<file path="config.mk">
export PLATFORM = sky130hd
export DESIGN_NAME = holy_lite_timer
export DESIGN_NICKNAME = d
export VERILOG_FILES = /design/src/rtl/holy_lite_timer.sv
export SDC_FILE = /design/constraint.sdc
export NUM_CORES = 1
export LEC_CHECK = 0
export CAP_MARGIN = 20
export CORE_MARGIN = 2
export CORE_UTILIZATION = 25
export DETAILED_ROUTE_END_ITERATION = 12
export REMOVE_ABC_BUFFERS = 1
export SLEW_MARGIN = 20
export SYNTH_ARGS = -nofsm -noshare
export SYNTH_HDL_FRONTEND = slang
export SYNTH_SLANG_ARGS = --single-unit
</file>
<file path="constraint.sdc">
create_clock -name aclk -period 6.7 [get_ports aclk]
set_input_delay 1.34 -clock aclk [delete_from_list [all_inputs] [get_ports aclk]]
set_output_delay 1.34 -clock aclk [all_outputs]
set_load 0.005 [all_outputs]
</file>
<file path="src/rtl/holy_lite_timer.sv">
// Machine timer on the AXI-Lite peripheral bus: a 64-bit prescaled mtime,
// a 64-bit mtimecmp and a registered level interrupt.
//
// Write FSM
//   state  | meaning
//   W_IDLE | waiting for AW and W together; both accepted on the same edge
//   W_RESP | bvalid high, holding bresp until bready
// Read FSM
//   state  | meaning
//   R_IDLE | arready high; AR accepted and read data captured on arvalid
//   R_DATA | rvalid high, rdata/rresp held stable until rready
module holy_lite_timer #(
   parameter logic [63:0] MTIMECMP_RST = 64'hFFFF_FFFF_FFFF_FFFF,
   parameter logic [15:0] DIV_RST      = 16'd0
) (
   input  logic        aclk,
   input  logic        aresetn,
   input  logic [31:0] s_axi_awaddr,
   input  logic        s_axi_awvalid,
   output logic        s_axi_awready,
   input  logic [31:0] s_axi_wdata,
   input  logic [3:0]  s_axi_wstrb,
   input  logic        s_axi_wvalid,
   output logic        s_axi_wready,
   output logic [1:0]  s_axi_bresp,
   output logic        s_axi_bvalid,
   input  logic        s_axi_bready,
   input  logic [31:0] s_axi_araddr,
   input  logic        s_axi_arvalid,
   output logic        s_axi_arready,
   output logic [31:0] s_axi_rdata,
   output logic [1:0]  s_axi_rresp,
   output logic        s_axi_rvalid,
   input  logic        s_axi_rready,
   output logic        timer_irq
);

   typedef enum logic {W_IDLE, W_RESP} w_state_t;
   typedef enum logic {R_IDLE, R_DATA} r_state_t;

   // Bits 15:1 of CTRL are reserved and always read back as zero.
   localparam logic [31:0] CTRL_MASK = 32'hFFFF_0001;

   w_state_t    w_state, w_next;
   r_state_t    r_state, r_next;
   logic        wr_fire, rd_fire;
   logic [2:0]  wr_sel, rd_sel;
   logic [63:0] mtime, mtimecmp;
   logic [31:0] mtime_hi_shadow;
   logic [31:0] ctrl_q;
   logic [15:0] presc_cnt;
   logic        tick;
   logic [31:0] rd_data_mux;
   logic [1:0]  rd_resp_mux;
   logic        addr_unused;

   assign addr_unused = ^{s_axi_awaddr[31:5], s_axi_awaddr[1:0],
                          s_axi_araddr[31:5], s_axi_araddr[1:0]};

   assign wr_sel = s_axi_awaddr[4:2];
   assign rd_sel = s_axi_araddr[4:2];
   assign tick   = ctrl_q[0] && (presc_cnt == ctrl_q[31:16]);

   function automatic logic [31:0] apply_strb(input logic [31:0] old,
                                              input logic [31:0] data,
                                              input logic [3:0]  strb);
      logic [31:0] res;
      res = old;
      for (int i = 0; i < 4; i++) begin
         if (strb[i]) res[8*i +: 8] = data[8*i +: 8];
      end
      return res;
   endfunction

   // Write FSM state register
   always_ff @(posedge aclk or negedge aresetn) begin
      if (!aresetn) w_state <= W_IDLE;
      else          w_state <= w_next;
   end

   // Write FSM next state and handshake outputs
   always_comb begin
      w_next        = w_state;
      wr_fire       = 1'b0;
      s_axi_awready = 1'b0;
      s_axi_wready  = 1'b0;
      s_axi_bvalid  = 1'b0;
      case (w_state)
         W_IDLE: begin
            wr_fire       = s_axi_awvalid && s_axi_wvalid;
            s_axi_awready = wr_fire;
            s_axi_wready  = wr_fire;
            if (wr_fire) w_next = W_RESP;
         end
         W_RESP: begin
            s_axi_bvalid = 1'b1;
            if (s_axi_bready) w_next = W_IDLE;
         end
         default: w_next = W_IDLE;
      endcase
   end

   // Read FSM state register
   always_ff @(posedge aclk or negedge aresetn) begin
      if (!aresetn) r_state <= R_IDLE;
      else          r_state <= r_next;
   end

   // Read FSM next state and handshake outputs
   always_comb begin
      r_next        = r_state;
      rd_fire       = 1'b0;
      s_axi_arready = 1'b0;
      s_axi_rvalid  = 1'b0;
      case (r_state)
         R_IDLE: begin
            s_axi_arready = 1'b1;
            rd_fire       = s_axi_arvalid;
            if (s_axi_arvalid) r_next = R_DATA;
         end
         R_DATA: begin
            s_axi_rvalid = 1'b1;
            if (s_axi_rready) r_next = R_IDLE;
         end
         default: r_next = R_IDLE;
      endcase
   end

   // Write response code, captured on the AW/W handshake
   always_ff @(posedge aclk or negedge aresetn) begin
      if (!aresetn)     s_axi_bresp <= 2'b00;
      else if (wr_fire) s_axi_bresp <= (wr_sel[2:1] == 2'b11) ? 2'b10 : 2'b00;
   end

   // Read data mux; offsets 0x18/0x1C answer SLVERR with zero data
   always_comb begin
      rd_data_mux = 32'h0;
      rd_resp_mux = 2'b00;
      case (rd_sel)
         3'd0:    rd_data_mux = mtime[31:0];
         3'd1:    rd_data_mux = mtime_hi_shadow;
         3'd2:    rd_data_mux = mtimecmp[31:0];
         3'd3:    rd_data_mux = mtimecmp[63:32];
         3'd4:    rd_data_mux = ctrl_q;
         3'd5:    rd_data_mux = {31'h0, timer_irq};
         default: rd_resp_mux = 2'b10;
      endcase
   end

   // Read data capture, held stable while in R_DATA
   always_ff @(posedge aclk or negedge aresetn) begin
      if (!aresetn) begin
         s_axi_rdata <= 32'h0;
         s_axi_rresp <= 2'b00;
      end else if (rd_fire) begin
         s_axi_rdata <= rd_data_mux;
         s_axi_rresp <= rd_resp_mux;
      end
   end

   // Prescaler: counts 0..DIV while enabled, parked at 0 when disabled
   always_ff @(posedge aclk or negedge aresetn) begin
      if (!aresetn)                        presc_cnt <= 16'd0;
      else if (!ctrl_q[0])                 presc_cnt <= 16'd0;
      else if (presc_cnt == ctrl_q[31:16]) presc_cnt <= 16'd0;
      else                                 presc_cnt <= presc_cnt + 16'd1;
   end

   // mtime: a bus write beats a tick for its half; the other half keeps its
   // pre-tick value with no carry
   always_ff @(posedge aclk or negedge aresetn) begin
      if (!aresetn)
         mtime <= 64'h0;
      else if (wr_fire && wr_sel == 3'd0)
         mtime <= {mtime[63:32], apply_strb(mtime[31:0], s_axi_wdata, s_axi_wstrb)};
      else if (wr_fire && wr_sel == 3'd1)
         mtime <= {apply_strb(mtime[63:32], s_axi_wdata, s_axi_wstrb), mtime[31:0]};
      else if (tick)
         mtime <= mtime + 64'd1;
   end

   // High-word shadow: snapshot on a MTIME_LO read, also loaded by MTIME_HI writes
   always_ff @(posedge aclk or negedge aresetn) begin
      if (!aresetn)
         mtime_hi_shadow <= 32'h0;
      else if (wr_fire && wr_sel == 3'd1)
         mtime_hi_shadow <= apply_strb(mtime[63:32], s_axi_wdata, s_axi_wstrb);
      else if (rd_fire && rd_sel == 3'd0)
         mtime_hi_shadow <= mtime[63:32];
   end

   // mtimecmp and CTRL byte-strobed writes
   always_ff @(posedge aclk or negedge aresetn) begin
      if (!aresetn) begin
         mtimecmp <= MTIMECMP_RST;
         ctrl_q   <= {DIV_RST, 16'h0};
      end else if (wr_fire) begin
         case (wr_sel)
            3'd2: mtimecmp[31:0]  <= apply_strb(mtimecmp[31:0], s_axi_wdata, s_axi_wstrb);
            3'd3: mtimecmp[63:32] <= apply_strb(mtimecmp[63:32], s_axi_wdata, s_axi_wstrb);
            3'd4: ctrl_q          <= apply_strb(ctrl_q, s_axi_wdata, s_axi_wstrb) & CTRL_MASK;
            default: ;
         endcase
      end
   end

   // Registered unsigned compare drives the level interrupt
   always_ff @(posedge aclk or negedge aresetn) begin
      if (!aresetn) timer_irq <= 1'b0;
      else          timer_irq <= (mtime >= mtimecmp);
   end

endmodule

</file>
Word level (Yosys, flattened, before mapping)
Cells that the tools add are included.
- $lt $le $gt $ge: 1
- bitwise operators: 3
- $add $sub $neg: 2
- div/mod/pow operators: 0
- multiplexer cells: 29
- multiply operators: 0
- reductions and logical operators: 27
- shifts and indexed selects: 0
- eq/ne operators: 16
- operator list (operator ; number):
    $pmux W32 S6 ; 1
    $mux W64 ; 2
    $mux W32 ; 3
    $add A64 B1 Y64 const B ; 1
    $ge A64 B64 Y1 ; 1
    $mux W8 ; 8
    $reduce_and A3 Y1 ; 15
    $mux W16 ; 2
    $add A16 B1 Y16 const B ; 1
    $eq A16 B16 Y1 ; 1
    $eq A3 B2 Y1 const B ; 4
    $ne A2 B2 Y1 const B ; 5
    $eq A3 B3 Y1 const B ; 3
    $mux W1 ; 9
    $eq A3 B1 Y1 const B ; 2
    $logic_not A3 Y1 ; 2
    $reduce_bool A2 Y1 ; 3
    $reduce_or A6 Y1 ; 1
    $logic_and A1 B1 Y1 ; 5
    $mux W2 ; 2
    $pmux W1 S2 ; 2
    $not A1 Y1 ; 3
    $eq A2 B2 Y1 const B ; 1
    $reduce_and A2 Y1 ; 1
- memory bits (read-only): 0
- logic and storage cells: 102
- input port bits: 107
- bits in registers: 232
- output and inout port bits: 42
- RAM bits: 0
- latch bits: 0
- memories: 0

Longest topological paths before layout
Gate-level depths: netlist of run 1.
- word-level depth: 5
- gate-level depth with buffers: 10
- gate-level depth less buffers: 9

Least setup slack after synthesis of run 1
No wires, ideal clock.
- kind: input port to flip-flop
- start point: input s_axi_araddr[2]
- end point: register s_axi_rdata[23]
- stages on the path: 6
- buffers on the path: 3
- library setup time: 0.133 ns
- data required time: 6.567 ns
- arrival: 3.068 ns
- path slack: 3.499 ns
- cells stage by stage: clkbuf_1 > buf_1 > clkbuf_1 > mux4_2 > a22oi_1 > o21ai_0
- longest elaborated chain between the ends: 2
- elaborated cells between the ends (all ways): 7
- those cells by class: 5 x eq/ne; 1 x mux; 1 x reduce/logical
- RTL lines (item ; RTL line ; RTL):
    start: declaration ; 28 ; input logic [31:0] s_axi_araddr,
    $eq A3 B3 Y1 (tied with other cells) ; 139 ; case (rd_sel)
    $pmux W32 S6 (*) ; 139 ;
    end signal: assignment ; 156 ; s_axi_rdata <= rd_data_mux;
    end: declaration ; 31 ; output logic [31:0] s_axi_rdata,
Every way passes the cells marked *; elsewhere a longest branch is shown, timed or not.
A chain may end at the register's enable or synchronous reset.

Final worst setup path of run 1
- start point: input s_axi_wvalid
- end point: output s_axi_wready
- longest elaborated chain between the ends: 2
- RTL lines (item ; RTL line ; RTL):
    start: declaration ; 23 ; input logic s_axi_wvalid,
    $logic_and A1 B1 Y1 ; 90 ; wr_fire = s_axi_awvalid && s_axi_wvalid;
    $mux W1 ; 88 ; case (w_state)
    end: declaration ; 24 ; output logic s_axi_wready,
Every way passes these cells.

==> results of run 1 <==
-- power by group through the flow --
stage / logic [mW] / registers, mW / clock network (mW)
2_1_floorplan: 0.624 / 1.94 / 0
3_3_place_gp: 0.996 / 2.03 / 0
3_5_place_dp: 1.03 / 2.04 / 0
4_1_cts: 1.04 / 2.02 / 1.57
5_1_grt: 1.16 / 2.06 / 1.63
6_report: 1.03 / 2.02 / 1.55
-- worst max-delay path, cell delays in order --
cell and delay (ps):
clkdlybuf4s50_1 450, nand3b_1 360, inv_1 520, clkdlybuf4s50_1 600
-- metal layers --
layer	GRT usage (%)	up-vias	share of wire, %
met5	0	-	0
met1	20.9	5696	43
met3	2.30	105	6.2
met4	7.95	0	5.0
li1	-	5405	-
met2	25.7	434	46
-- cell type report --
class / count / area (µm²) / area share (%)
timing repair buffer: 104 / 1010 / 6.32
antenna: 1 / 2.50 / 0.0157
inverter: 113 / 424 / 2.66
multi-input combinational: 1046 / 6900 / 43.2
sequential: 230 / 5840 / 36.6
tap: 688 / 861 / 5.40
clock buffer: 41 / 808 / 5.07
clock inverter: 7 / 113 / 0.706
-- how the worst min path moves through the flow --
stage | start | endpoint | slack [ps] | cells past startpoint
after global placement | s_axi_rdata[14] | s_axi_rdata[14] | 470 | 2
final | s_axi_rdata[10] | s_axi_rdata[10] | 470 | 2
after detailed placement | s_axi_rdata[10] | s_axi_rdata[10] | 470 | 2
after floorplan | mtime_hi_shadow[16] | mtime_hi_shadow[16] | 450 | 2
after CTS | s_axi_rdata[10] | s_axi_rdata[10] | 480 | 2
after global routing | s_axi_rdata[10] | s_axi_rdata[10] | 490 | 2
-- layout by cell type, fill, tap and decap left out, drive strengths merged, types with 64 or more instances in the layout --
cell	Yosys	layout
a21oi	85	85
clkdlybuf4s50	0	85
nor2	87	87
nand3	66	66
dfstp	64	64
nand2	187	187
o21ai	155	155
dfrtp	166	166
ha	66	66
inv	113	113
-- sequential cells by signal (all words and copies together) (netlist names) --
name / flops
w_state: 1
mtimecmp: 64
mtime: 64
s_axi_bresp: 1
r_state: 1
mtime_hi_shadow: 32
s_axi_rresp: 1
presc_cnt: 16
ctrl_q: 17
timer_irq: 1
s_axi_rdata: 32
-- metrics by stage --
step / total power [mW] / instance area [µm²] / hold WS [ps] / setup WS [ps] / util (%)
2_1_floorplan: 2.57 / 13100 / 454 / 1110 / -
3_3_place_gp: 3.02 / 15000 / 466 / 2080 / 28.4
3_5_place_dp: 3.07 / 15000 / 471 / 2060 / 28.4
4_1_cts: 4.63 / 15900 / 484 / 2050 / 30.2
5_1_grt: 4.85 / 15900 / 492 / 1990 / 30.2
6_report: 4.59 / 15900 / 474 / 2090 / 30.2
-- logic make-up after synthesis --
logic type | Yosys count | share of synthesized area, %
AO/OA/AOI/OAI | 399 | 18.6
AND/OR/NAND/NOR | 498 | 18.3
adder cells (fa/ha/maj) | 66 | 6.17
flip-flops | 230 | 43.6
XOR/XNOR | 31 | 2.03
other | 1 | 0.0280
buffers and inverters | 181 | 5.20
multiplexers | 50 | 6.07
==> flow_metrics.py, run 1 <==
metrics = {
    "routing": {
        "ant_nets": 0,
        "routed_via_density": 5.22,
        "drt_wl_total_um": 44600,
        "dr.pass1.iters": 6,
        "vias": 11600,
        "drcViolationCount": 0,
        "routedWlPerCell_um": 20.0,
        "first_iter_violations": 1027,
    },
    "finish": {
        "filler_cell_count": 5486,
        "post_layout_nets": 1695,
        "final-instance-count-excl-fill": 2230,
        "drive_above_1_share_pct": 12.7,
        "area_growth_syn_to_layout_pct": 19.1,
    },
    "placement": {
        "dp_cells": 2180,
        "port_buffers": 88,
        "dp_wirelength_um": 32400,
        "routabilityCongestion": 0.900,
    },
    "critical_path": {
        "worstReg2RegEnd": "mtime[6]",
        "r2r_start": "ctrl_q[31]",
        "critical_path_sink": "s_axi_wready",
        "r2r_slack_ps": 3060,
        "cp_max_fo": 7,
        "crit_arrival_ps": 3270,
        "data_required_critical_path_ps": 5360,
        "reg2regPathDepth": 7,
        "worst_setup_path_start_kind": "input port",
        "endpoint_class_of_the_critical_path": "output pin",
        "worstSetupPathType": "in2out",
        "critical_path.startpoint": "s_axi_wvalid",
    },
    "sta": {
        "finClkSkew_ps": 11.2,
        "setup_repair_after_global_routing_missed_its_margin": "no",
        "period_needed_ps": 4610,
        "clock.fmax_ghz": 0.217,
        "setup_total_negative_slack_ps": 0,
        "max_slew.worst_pin.slew_ps": 984,
        "finalHoldViolCount": 0,
        "drv_slew": 0,
        "finish_stage_setup_viols": 0,
        "layout_worst_path_cycle_share_pct": 68.8,
        "slew_headroom_pct": 33.8,
    },
    "power_and_ir_drop": {
        "cellPowerDensity_nw_per_um2": 288,
        "p_switching_mw": 1.42,
        "switching_share_pct": 31.0,
        "irDropWorstVdd_v": 0.000178,
        "p_int_mw": 3.17,
        "p_seq_share_pct": 44.0,
        "static_leakage_power_nw": 6.89,
        "power_frac_clock_pct": 33.7,
        "comb_power_share_pct": 22.3,
    },
    "clocking": {
        "ctsResizeCount": 0,
        "cts_hold_buf": 0,
        "cts.sinks": 230,
        "clock_latency_ps": 550,
        "tritoncts": "done",
        "cts_buffers": 27,
        "h-tree-depth": 1,
        "clkTransAtPathRegs_ps": 60,
        "ctsRootBufferMaster": "clkbuf_16",
        "postCtsSetupRepairBufs": 0,
        "ctsLongestPathBuffers": 3,
    },
    "yosys": {
        "number_of_flops_mapped_to_enable_cells_by_yosys": 0,
        "synth_most_common_cell": "nand2_1",
        "synth_commonest_cells": "nand2_1, dfrtp_1, o21ai_0",
        "post_synth.cell_area_avg_um2": 9.19,
        "synth_cells": 1456,
        "synth_top_flop_cell": "dfrtp_1",
        "yosysWarningCount": 0,
        "asyncSetResetFlopFracSynth_pct": 100,
        "number_of_synthesized_register_bits": 230,
        "post-synth-top-area-cell": "dfrtp_1",
        "post-synth-top-area-fraction_pct": 31.0,
        "seq_area_frac_synth_pct": 43.6,
        "synth_top_cells_by_area": "dfrtp_1, dfstp_2, ha_1",
        "synth.cell_area_um2": 13400,
        "synth.distinct_cells": 71,
    },
    "global_routing": {
        "grt_max_degree": 139,
        "number_of_antenna_violations_at_the_first_check_in_global_routing": 1,
        "global_route_wire_length_before_repair_um": 69600,
        "gr-total-overflow": 0,
        "grt_pass1_vias": 11600,
        "grt_util_all_layers_pct": 15.9,
    },
    "run_status": {
        "run_status": "complete, no violations",
    },
    "floorplan": {
        "ios": 149,
        "rows": 84,
        "core_area_um2": 52800,
        "design.die.area_um2": 55400,
        "dieWidth_um": 235,
        "starting_density_of_the_core_pct": 25.4,
        "die_y_um": 235,
    },
    "hold_path": {
        "timing.hold.worst.class": "reg2reg",
    },
    "flow_run": {
        "cap_viol_max_count": 0,
    },
}
Note: power is estimated with default switching activity, not from simulation.
==> run 2, diff against run 1 <==
==> constraint.sdc (replaced) <==
create_clock -name aclk -period 4.5 [get_ports aclk]
set_input_delay 0.9 -clock aclk [delete_from_list [all_inputs] [get_ports aclk]]
set_output_delay 0.9 -clock aclk [all_outputs]
set_load 0.005 [all_outputs]
==> flow_metrics.py, run 2 (same netlist as run 1, synthesis figures left out) <==
metrics = {
    "critical_path": {
        "critPathBufInv": 3,
        "worst_setup_path_start_kind": "input port",
        "critical_path.cell_chain": "clkdlybuf4s50_1 > nand3b_1 > inv_1 > clkdlybuf4s50_1",
        "path_delay_family": "buffers and inverters",
        "delay_of_the_slowest_cell_on_the_worst_path_ps": 590,
        "data_required_critical_path_ps": 3600,
        "endpoint_class_of_the_critical_path": "output pin",
        "crit_arrival_ps": 2820,
        "worstSetupPathType": "in2out",
        "cpMaxStageDelayCell": "clkdlybuf4s50_1",
        "path_common_cell": "clkdlybuf4s50_1",
        "cp_max_fo": 7,
    },
    "clocking": {
        "cts_buffers": 28,
        "ctsResizeCount": 0,
        "clock_latency_ps": 560,
        "ctsRootBufferMaster": "clkbuf_16",
        "clkTransAtPathRegs_ps": 60,
        "ctsLongestPathBuffers": 3,
        "cts.sinks": 230,
        "postCtsSetupRepairBufs": 0,
        "tritoncts": "done",
        "h-tree-depth": 1,
        "cts_hold_buf": 0,
    },
    "power_and_ir_drop": {
        "irDropWorstVdd_v": 0.000258,
        "static_leakage_power_nw": 7.01,
        "cellPowerDensity_nw_per_um2": 426,
    },
    "sta": {
        "layout_worst_path_cycle_share_pct": 82.7,
        "finish_stage_setup_viols": 0,
        "clock.fmax_ghz": 0.269,
        "max_slew.worst_pin.slew_ps": 1010,
        "slew_headroom_pct": 31.9,
        "finalHoldViolCount": 0,
        "period_needed_ps": 3720,
        "worst_setup_slack_after_layout_ps": 781,
        "setup_repair_after_global_routing_missed_its_margin": "no",
        "hold-worst-slack_ps": 478,
        "finClkSkew_ps": 11.9,
        "drv_slew": 0,
    },
    "placement": {
        "dp_cells": 2200,
        "dp_wirelength_um": 33400,
        "port_buffers": 88,
        "detailedPlace.worstSlack_ps": 614,
        "routabilityCongestion": 0.921,
    },
    "global_routing": {
        "grt_use_met2_pct": 26.6,
        "grt.busiest_layer": "met2",
        "global_route_wire_length_before_repair_um": 70200,
        "grt_util_all_layers_pct": 16.1,
        "grt_max_degree": 123,
        "gr-usage-met1_pct": 21.5,
        "number_of_antenna_violations_at_the_first_check_in_global_routing": 0,
        "gr-usage-met3_pct": 2.26,
        "grt_pass1_vias": 11600,
        "gr-total-overflow": 0,
    },
    "floorplan": {
        "starting_density_of_the_core_pct": 25.4,
        "ios": 149,
        "core_area_um2": 52800,
        "design.die.area_um2": 55400,
        "dieWidth_um": 235,
        "die_y_um": 235,
        "rows": 84,
    },
    "routing": {
        "first_iter_violations": 1115,
        "drt_wl_total_um": 45000,
        "routed_via_density": 5.17,
        "ant_nets": 0,
        "drcViolationCount": 0,
        "routedWlPerCell_um": 20.0,
        "dr.pass1.iters": 6,
        "vias": 11600,
    },
    "flow_run": {
        "cap_viol_max_count": 0,
    },
    "finish": {
        "post_layout_nets": 1715,
        "drive_above_1_share_pct": 13.9,
        "mostFrequentLayoutCells": "nand2_1, dfrtp_1, o21ai_0",
        "most_common_library_cell_in_the_layout_ignoring_fill_and_taps": "nand2_1",
        "registers_with_the_most_flip_flops": "mtime x64, mtimecmp x64",
        "area_growth_syn_to_layout_pct": 20.4,
        "insertedDiodeCount": 0,
        "final-instance-count-excl-fill": 2252,
    },
    "run_status": {
        "run_status": "complete, no violations",
    },
    "hold_path": {
        "timing.hold.worst.class": "in2async",
    },
}
==> run 2: cell types whose count changed in the layout (fill, tap and decap cells not counted), moves of 2 or more <==
cell,previous run,this run
clkbuf_8,8,10
bufinv_16,3,1
buf_4,14,33
clkinv_2,3,6
nor2_1,83,86
clkbuf_1,6,4
clkbuf_16,27,29
nor2_2,4,1
==> run 2: final timing paths <==
check | from | end | cells after the start | slack (ps)
setup / recovery | s_axi_awvalid | s_axi_wready | 4 | 780
hold / removal | aresetn | s_axi_rdata[2] | 1 | 480
setup reg to reg | ctrl_q[30] | mtime[63] | 7 | 1150
hold reg to reg | s_axi_rdata[14] | s_axi_rdata[14] | 2 | 480
max in group asynchronous | aresetn | mtimecmp[25] | 2 | 3100
min in group aclk | s_axi_rdata[14] | s_axi_rdata[14] | 2 | 480
==> run 2: final cells by class <==
cell class	instances	area, µm²
Clock buffer	43	878
Clock inverter	9	76.3
Fill cell	5467	36600
Inverter	113	424
Multi-Input combinational cell	1046	6880
Sequential cell	230	5840
Tap cell	688	861
Timing Repair Buffer	123	1160
==> run 2: report_power, final <==
part,total [mW],switching [mW],internal [mW]
Clock,2.31,0.918,1.39
Combinational,1.54,0.807,0.729
Sequential,3.01,0.412,2.60
Total,6.86,2.14,4.72
==> run 2: per-layer routing <==
layer | routed length, µm | up-vias
met5 | 0 | -
met4 | 1380 | 0
met3 | 2530 | 77
met2 | 21300 | 381
met1 | 19800 | 5722
li1 | - | 5453
==> run 2: per-stage QoR <==
step                      TNS (ps)  instance area, µm²  total power, mW  util [%]
final                            0               16100             6.86      30.6
after global routing             0               16100             7.25      30.6
after CTS                        0               16100             6.91      30.6
after detailed placement         0               15200             4.58      28.7
after global placement           0               15200             4.52      28.7
after floorplan             -24970               13100             3.82         -
==> run 3, diff against run 2 <==
==> constraint.sdc (replaced) <==
create_clock -name aclk -period 3.5 [get_ports aclk]
set_input_delay 0.7 -clock aclk [delete_from_list [all_inputs] [get_ports aclk]]
set_output_delay 0.7 -clock aclk [all_outputs]
set_load 0.005 [all_outputs]
==> flow_metrics.py, run 3 (same netlist as run 1, synthesis figures left out) <==
metrics = {
    "run_status": {
        "run_status": "complete, no violations",
    },
    "placement": {
        "routabilityCongestion": 0.909,
        "detailedPlace.worstSlack_ps": 380,
        "dp_wirelength_um": 33800,
        "port_buffers": 88,
    },
    "floorplan": {
        "core_area_um2": 52800,
        "design.die.area_um2": 55400,
        "rows": 84,
        "starting_density_of_the_core_pct": 25.4,
        "ios": 149,
        "dieWidth_um": 235,
        "die_y_um": 235,
    },
    "finish": {
        "area_growth_syn_to_layout_pct": 22.5,
        "post_layout_nets": 1746,
        "filler_cell_count": 5440,
        "drive_above_1_share_pct": 15.5,
        "most_common_library_cell_in_the_layout_ignoring_fill_and_taps": "nand2_1",
        "mostFrequentLayoutCells": "nand2_1, dfrtp_1, o21ai_0",
        "registers_with_the_most_flip_flops": "mtime x64, mtimecmp x64",
    },
    "global_routing": {
        "grt_pass1_vias": 11800,
        "gr-total-overflow": 0,
        "grt_util_all_layers_pct": 16.2,
        "number_of_antenna_violations_at_the_first_check_in_global_routing": 3,
        "grt_max_degree": 99,
        "global_route_wire_length_before_repair_um": 71100,
    },
    "sta": {
        "slew_headroom_pct": 44.4,
        "hold-worst-slack_ps": 191,
        "finish_stage_setup_viols": 0,
        "layout_worst_path_cycle_share_pct": 88.0,
        "period_needed_ps": 3080,
        "finalHoldViolCount": 0,
        "clock.fmax_ghz": 0.325,
        "max_slew.worst_pin.slew_ps": 834,
        "worst_setup_slack_after_layout_ps": 421,
        "drv_slew": 0,
        "finClkSkew_ps": 13.7,
        "setup_repair_after_global_routing_missed_its_margin": "no",
    },
    "hold_path": {
        "timing.hold.worst.class": "in2async",
    },
    "clocking": {
        "h-tree-depth": 1,
        "postCtsSetupRepairBufs": 0,
        "ctsLongestPathBuffers": 3,
        "cts_hold_buf": 0,
        "tritoncts": "done",
        "clock_latency_ps": 560,
        "clkTransAtPathRegs_ps": 60,
        "ctsRootBufferMaster": "clkbuf_16",
        "cts.sinks": 230,
        "ctsResizeCount": 0,
        "cts_buffers": 28,
    },
    "routing": {
        "routedWlPerCell_um": 19.9,
        "first_iter_violations": 996,
        "drcViolationCount": 0,
        "routed_via_density": 5.19,
        "dr.pass1.iters": 6,
        "drt_wl_total_um": 45400,
        "ant_nets": 0,
        "vias": 11900,
    },
    "critical_path": {
        "cp_max_fo": 9,
        "data_required_critical_path_ps": 3940,
        "worst_setup_path_start_kind": "register",
        "crit_arrival_ps": 3520,
        "endpoint_class_of_the_critical_path": "register",
        "worstSetupPathType": "reg2reg",
    },
    "power_and_ir_drop": {
        "irDropWorstVdd_v": 0.000268,
        "static_leakage_power_nw": 7.18,
        "design_power_total_mw": 8.99,
        "cellPowerDensity_nw_per_um2": 548,
    },
    "flow_run": {
        "cap_viol_max_count": 0,
    },
}
[run 3: changes by cell type in the layout (fill, tap and decap cells not counted), sizes merged]
| cell | change |
|---|---|
| clkbuf | -3 |
| diode | +3 |
| bufinv | +3 |
| buf | +31 |
[run 3: worst paths after layout]
path / end / slack [ps] / from / cells past startpoint
max in group asynchronous: mtimecmp[22] / 2450 / aresetn / 2
worst max register to register: mtime[41] / 420 / mtime[12] / 7
worst max-delay path: mtime[41] / 420 / mtime[12] / 7
min in group aclk: s_axi_rdata[27] / 480 / s_axi_rdata[27] / 2
worst min-delay path: s_axi_rdata[3] / 190 / aresetn / 1
worst min register to register: s_axi_rdata[27] / 480 / s_axi_rdata[27] / 2
[run 3: area by class of cell]
type                    count  area (µm²)  area share, %
multi-input cells        1046        6890           42.0
clock buffers              40         817           4.98
flip-flops and latches    230        5840           35.6
clock inverters            12         163          0.992
inverters                 113         424           2.59
repair buffers            154        1410           8.59
well taps                 688         861           5.25
diodes                      3        7.51         0.0458
[run 3: critical path: stages, from the launching register on]
cell and delay [ps]:
dfrtp_1 490, nand4_2 210, or4_4 590, nor4_4 560, nand2_2 320, nor4_1 380, o21ai_0 120, a211o_1 300
[run 3: power breakdown]
group	switching, mW	internal, mW
Clock	1.20	1.91
Combinational	1.05	0.966
Sequential	0.518	3.34
[run 3: metal layers]
| metal | share of wire, % | GRT usage (%) |
|---|---|---|
| met5 | 0 | 0 |
| met4 | 3.7 | 6.91 |
| met3 | 4.6 | 2.06 |
| met2 | 47 | 26.4 |
| met1 | 44 | 21.5 |
[run 3: metrics by stage]
step | util [%] | TNS (ps) | std cells | instance area (µm²)
detailed placement | 29.2 | 0 | 2231 | 15400
global placement | 29.2 | 0 | 2231 | 15400
CTS | 31.1 | 0 | 2283 | 16400
global route | 31.1 | 0 | 2286 | 16400
finish | 31.1 | 0 | 2286 | 16400
floorplan | - | -92350 | 1389 | 13100
